File: src/rtl/cipher_link_pkg.sv
// Shared definitions for the 16-bit cipher bit-serial link (transmitter and receiver sides).
package cipher_link_pkg;

  typedef enum logic [2:0] {
    IDLE   = 3'd0,
    SETUP  = 3'd1,
    STROBE = 3'd2,
    GAP    = 3'd3,
    DONE   = 3'd4
  } tx_state_t;

  localparam int CIPHER_WORD_W    = 16;
  localparam int CIPHER_SETUP_CYC = 1;
  localparam int CIPHER_HOLD_CYC  = 2;
  localparam int CIPHER_GAP_CYC   = 2;

endpackage

File: src/rtl/cipher_serial_tx.sv
// Bit-serial MSB-first transmitter with a per-bit tx_ready strobe for the chip-to-chip cipher link.
// Define CIPHER_TX_PARITY_EN to append an even-parity frame after the data frames.
module cipher_serial_tx
  import cipher_link_pkg::*;
#(
  parameter int WIDTH     = CIPHER_WORD_W,
  parameter int SETUP_CYC = CIPHER_SETUP_CYC,
  parameter int HOLD_CYC  = CIPHER_HOLD_CYC,
  parameter int GAP_CYC   = CIPHER_GAP_CYC
) (
  input  logic             clock,
  input  logic             reset,
  input  logic [WIDTH-1:0] load_data,
  input  logic             start,
  output logic             busy,
  output logic             done,
  output logic             tx_bit,
  output logic             tx_ready
);

  localparam int MAX_SH  = (SETUP_CYC > HOLD_CYC) ? SETUP_CYC : HOLD_CYC;
  localparam int MAX_CYC = (MAX_SH > GAP_CYC) ? MAX_SH : GAP_CYC;
  localparam int TIMER_W = (MAX_CYC > 1) ? $clog2(MAX_CYC) : 1;
  localparam int CNT_W   = $clog2(WIDTH + 2);
`ifdef CIPHER_TX_PARITY_EN
  localparam int FRAMES  = WIDTH + 1;
`else
  localparam int FRAMES  = WIDTH;
`endif

  localparam logic [CNT_W-1:0]   LAST_FRAME = CNT_W'(FRAMES - 1);
  localparam logic [TIMER_W-1:0] SETUP_LAST = TIMER_W'(SETUP_CYC - 1);
  localparam logic [TIMER_W-1:0] HOLD_LAST  = TIMER_W'(HOLD_CYC - 1);
  localparam logic [TIMER_W-1:0] GAP_LAST   = TIMER_W'(GAP_CYC - 1);

  tx_state_t          state_q, state_d;
  logic [WIDTH-1:0]   shreg_q, shreg_d;
  logic [CNT_W-1:0]   bit_cnt_q, bit_cnt_d;
  logic [TIMER_W-1:0] timer_q, timer_d;
  logic               busy_q, busy_d;
  logic               done_q, done_d;
  logic               tx_bit_q, tx_bit_d;
  logic               tx_ready_q, tx_ready_d;

`ifdef CIPHER_TX_PARITY_EN
  logic               parity_q, parity_d;

  function automatic logic even_parity(input logic [WIDTH-1:0] word);
    return ^word;
  endfunction
`endif

  // Next-state, datapath and registered-output decode.
  always_comb begin
    state_d   = state_q;
    shreg_d   = shreg_q;
    bit_cnt_d = bit_cnt_q;
    timer_d   = timer_q;
`ifdef CIPHER_TX_PARITY_EN
    parity_d  = parity_q;
`endif

    case (state_q)
      IDLE: begin
        if (start) begin
          state_d   = SETUP;
          shreg_d   = load_data;
          bit_cnt_d = '0;
          timer_d   = '0;
`ifdef CIPHER_TX_PARITY_EN
          parity_d  = even_parity(load_data);
`endif
        end else begin
          state_d = IDLE;
        end
      end
      SETUP: begin
        if (timer_q == SETUP_LAST) begin
          state_d = STROBE;
          timer_d = '0;
        end else begin
          timer_d = timer_q + 1'b1;
        end
      end
      STROBE: begin
        if (timer_q == HOLD_LAST) begin
          state_d = GAP;
          timer_d = '0;
        end else begin
          timer_d = timer_q + 1'b1;
        end
      end
      GAP: begin
        if (timer_q == GAP_LAST) begin
          shreg_d   = {shreg_q[WIDTH-2:0], 1'b0};
          bit_cnt_d = bit_cnt_q + 1'b1;
          timer_d   = '0;
          if (bit_cnt_q == LAST_FRAME) begin
            state_d = DONE;
          end else begin
            state_d = SETUP;
          end
        end else begin
          timer_d = timer_q + 1'b1;
        end
      end
      DONE: begin
        state_d = IDLE;
        timer_d = '0;
      end
      default: begin
        state_d   = IDLE;
        shreg_d   = '0;
        bit_cnt_d = '0;
        timer_d   = '0;
      end
    endcase

    // Outputs are decoded from the next state so they leave the flops aligned with it.
    busy_d     = (state_d != IDLE);
    done_d     = (state_d == DONE);
    tx_ready_d = (state_d == STROBE);
`ifdef CIPHER_TX_PARITY_EN
    if (bit_cnt_d == CNT_W'(WIDTH)) begin
      tx_bit_d = parity_d;
    end else begin
      tx_bit_d = shreg_d[WIDTH-1];
    end
`else
    tx_bit_d   = shreg_d[WIDTH-1];
`endif
  end

  // State, datapath and output registers with synchronous reset.
  always_ff @(posedge clock) begin
    if (reset) begin
      state_q    <= IDLE;
      shreg_q    <= '0;
      bit_cnt_q  <= '0;
      timer_q    <= '0;
      busy_q     <= 1'b0;
      done_q     <= 1'b0;
      tx_bit_q   <= 1'b0;
      tx_ready_q <= 1'b0;
`ifdef CIPHER_TX_PARITY_EN
      parity_q   <= 1'b0;
`endif
    end else begin
      state_q    <= state_d;
      shreg_q    <= shreg_d;
      bit_cnt_q  <= bit_cnt_d;
      timer_q    <= timer_d;
      busy_q     <= busy_d;
      done_q     <= done_d;
      tx_bit_q   <= tx_bit_d;
      tx_ready_q <= tx_ready_d;
`ifdef CIPHER_TX_PARITY_EN
      parity_q   <= parity_d;
`endif
    end
  end

  assign busy     = busy_q;
  assign done     = done_q;
  assign tx_bit   = tx_bit_q;
  assign tx_ready = tx_ready_q;

endmodule
File: config.mk
export PLATFORM = sky130hd
export DESIGN_NAME = cipher_serial_tx
export DESIGN_NICKNAME = d
export VERILOG_FILES = /design/src/rtl/cipher_link_pkg.sv /design/src/rtl/cipher_serial_tx.sv
export SDC_FILE = /design/constraint.sdc
export NUM_CORES = 1
export LEC_CHECK = 0
export BUFFER_PORTS_ARGS = -buffer_cell sky130_fd_sc_hd__buf_2
export CORE_ASPECT_RATIO = 1.2
export CORE_MARGIN = 1.5
export CORE_UTILIZATION = 40
export CTS_CLUSTER_SIZE = 20
export DETAILED_ROUTE_END_ITERATION = 7
export HOLD_SLACK_MARGIN = 0.12
export PLACE_DENSITY = 0.69
export SYNTH_ARGS = -nofsm -noshare
export SYNTH_HDL_FRONTEND = slang
export SYNTH_SLANG_ARGS = --single-unit
File: constraint.sdc
create_clock -name clock -period 2.8 [get_ports clock]
set_input_delay 0.14 -clock clock [delete_from_list [all_inputs] [get_ports clock]]
set_output_delay 0.14 -clock clock [all_outputs]
set_load 0.02 [all_outputs]
==> flow_summary.ini <==
[critical_path]
r2r_slack_ns = 0.96
critPathArrivalTime_ns = 2.00
slowest_stage = o211a_2
worst-path-buf-inv = 1
worstSetupPathType = flip-flop to flip-flop
cp-end-kind = flip-flop
critPathMaxFanout = 39
path_cells = buf_4 > a21oi_1 > o211a_2 > a311o_1
cp.required_ns = 2.96
max_stage_delay_ns = 0.48
cp_top_family = compound AO/OA/AOI/OAI gates
crit_path_start_kind = flip-flop

[drt]
wl_met2_um = 1560
drtPass1Iterations = 6
drt_wl_total_um = 3090
drt-met1-wl_um = 1400
routed_via_density = 5.69
dr_total_vias = 1252
top_layer = met4
wl_per_cell_um = 14.0
detail-route-antenna-nets = 0
drc = 1
met3_wirelength_um = 112
drt_first_iter_violations = 50

[placement]
placed_cell_area_um2 = 1570
place_hpwl_um = 2060
gp_congestion = 0.791
pre_cts_ws_ns = 0.966
io_buffers = 22
placed_cells_incl_taps = 217

[die]
dieArea_um2 = 4010
fp-row-count = 23
die-width_um = 58.0
core-area_um2 = 3400
start_util = 0.428
ioPinCount = 23
die_h_um = 69.0

[synthesis]
yosysTopAreaCellShare = 0.386
async_reset_ff_frac = 0
ys_top_cells_by_area = dfxtp_1, mux2i_1, nor3b_1
ys_seq_elements = 28
synth_edf_count = 0
syn-instance-count = 169
syn-num-nets = 190
synth_area_um2 = 1450
yosysTopAreaCell = dfxtp_1
yosys_most_used_dff = dfxtp_1
synth_cell_types = 30
ys_seq_area_frac = 0.386
syn_area_per_cell_um2 = 8.60
yosys_warnings = 0

[grt]
track_usage = 0.163
grt_max_degree = 40
gr-total-overflow = 0
antenna_found_initial = 0
first_global_vias = 1246
grt_pass1_wl_um = 5310

[timing]
grt_setup_unrepaired = no
tightest_slew_ns = 0.663
fin_skew_ns = 0.00175
fin_setup_tns_ns = 0
fin_crit_sh = 0.657
fin_ws_ns = 0.961
setup_violations = 0
fmax_mhz = 544
layout_min_cycle_time_ns = 1.84
hold_violations = 0
fin_hold_ws_ns = 0.140
slew_violations = 0
maxSlewHeadroom = 0.558

[outcome]
status = finished, violations left
failed_checks = design-rule violations

[clock_network]
clk_latency_ns = 0.27
postCtsHoldBufs = 0
clock-root-buffer = clkbuf_8
cts.path.max_buffers = 2
cts_buffers = 3
cts_tree = done
clk_pin_slew_ns = 0.09
cts-resized-gates = 0
ctsHtreeMaxLevel = 1
cts_num_sinks = 28
post-cts-setup-buffers = 0

[job]
cap_violations = 0

[finish]
drive_gt1_frac = 0.169
finish.instance_area_um2 = 1610
nets = 206
stdcell_count = 220
area_growth_pct = 10.9
fin_util = 0.475
antenna_cells = 0

[power_and_ir_drop]
power_density_nw_per_um2 = 628
total_leakage_power_nw = 0.769
ir_drop_mv = 0.295
power_mw = 1.01

[min_path]
hold_path.class = input pin to flip-flop
-- layout by cell type, fill, tap and decap left out, drive strengths merged, types with 3 or more instances in the layout --
master,instances
nand2,22
dfxtp,28
o21ai,16
and3,17
mux2i,19
nor3,4
nor2b,4
buf,25
nor3b,16
inv,7
clkbuf,3
-- where the power goes --
| part | total, mW | switching, mW | internal, mW |
|---|---|---|---|
| Clock | 0.219 | 0.122 | 0.0965 |
| Combinational | 0.318 | 0.191 | 0.127 |
| Sequential | 0.476 | 0.0256 | 0.450 |
| Total | 1.01 | 0.339 | 0.674 |
-- layer usage --
layer	GRT usage	up-vias
li1	-	617
met1	0.201	604
met2	0.284	29
met3	0.0244	2
met4	0.0517	0
met5	0	-
-- synth_stat cells (all sizes together) (2+ instances only) --
| library cell | number |
|---|---|
| nor2b | 4 |
| o21ai | 16 |
| nor3b | 16 |
| inv | 7 |
| dfxtp | 28 |
| nor3 | 4 |
| nand2 | 22 |
| and3 | 17 |
| mux2i | 19 |
| ha | 2 |
| clkbuf | 12 |
| buf | 2 |
| nand3 | 2 |
| and4 | 2 |
| nor2 | 2 |
-- kinds of logic (layout without fill, tap and decap cells) --
kind of cell | count (synthesis) | in the layout | share of synthesized area
simple gates | 75 | 75 | 0.303
fa+ha+maj | 2 | 2 | 0.0172
mux | 19 | 19 | 0.131
compound gates | 23 | 23 | 0.0972
flops | 28 | 28 | 0.386
buf+inv | 21 | 35 | 0.0602
xor+xnor | 1 | 1 | 0.00603
-- worst register-to-register path, delay by kind of cell (launching register included) --
kind                   cells  cell delay (ns)
DFF                        1             0.33
buffers and inverters      1             0.32
AOI/OAI and AO/OA          3             1.08
-- state kept, by name, summed over array words and instances (netlist names) --
register,cells
bit_cnt_q,5
busy,1
done,1
shreg_q,16
state_q,3
timer_q,1
tx_ready,1
-- area by class of cell --
cell class	instances	area [um^2]
Tap cell	37	46.3
Clock buffer	3	41.3
Fill cell	350	1780
Inverter	7	26.3
Sequential cell	28	561
Multi-Input combinational cell	120	806
Timing Repair Buffer	25	133
-- path summary, 6_finish.rpt --
path | startpoint | to | cells after the start
worst max-delay path | state_q[1]$_SDFF_PP0_ | bit_cnt_q[3]$_SDFFE_PP0P_ | 4
worst min-delay path | load_data[0] | shreg_q[0]$_SDFFE_PP0P_ | 3
worst max register to register | state_q[1]$_SDFF_PP0_ | bit_cnt_q[3]$_SDFFE_PP0P_ | 4
worst min register to register | shreg_q[15]$_SDFFE_PP0P_ | shreg_q[15]$_SDFFE_PP0P_ | 2
Power figures use the tool's default switching activity.
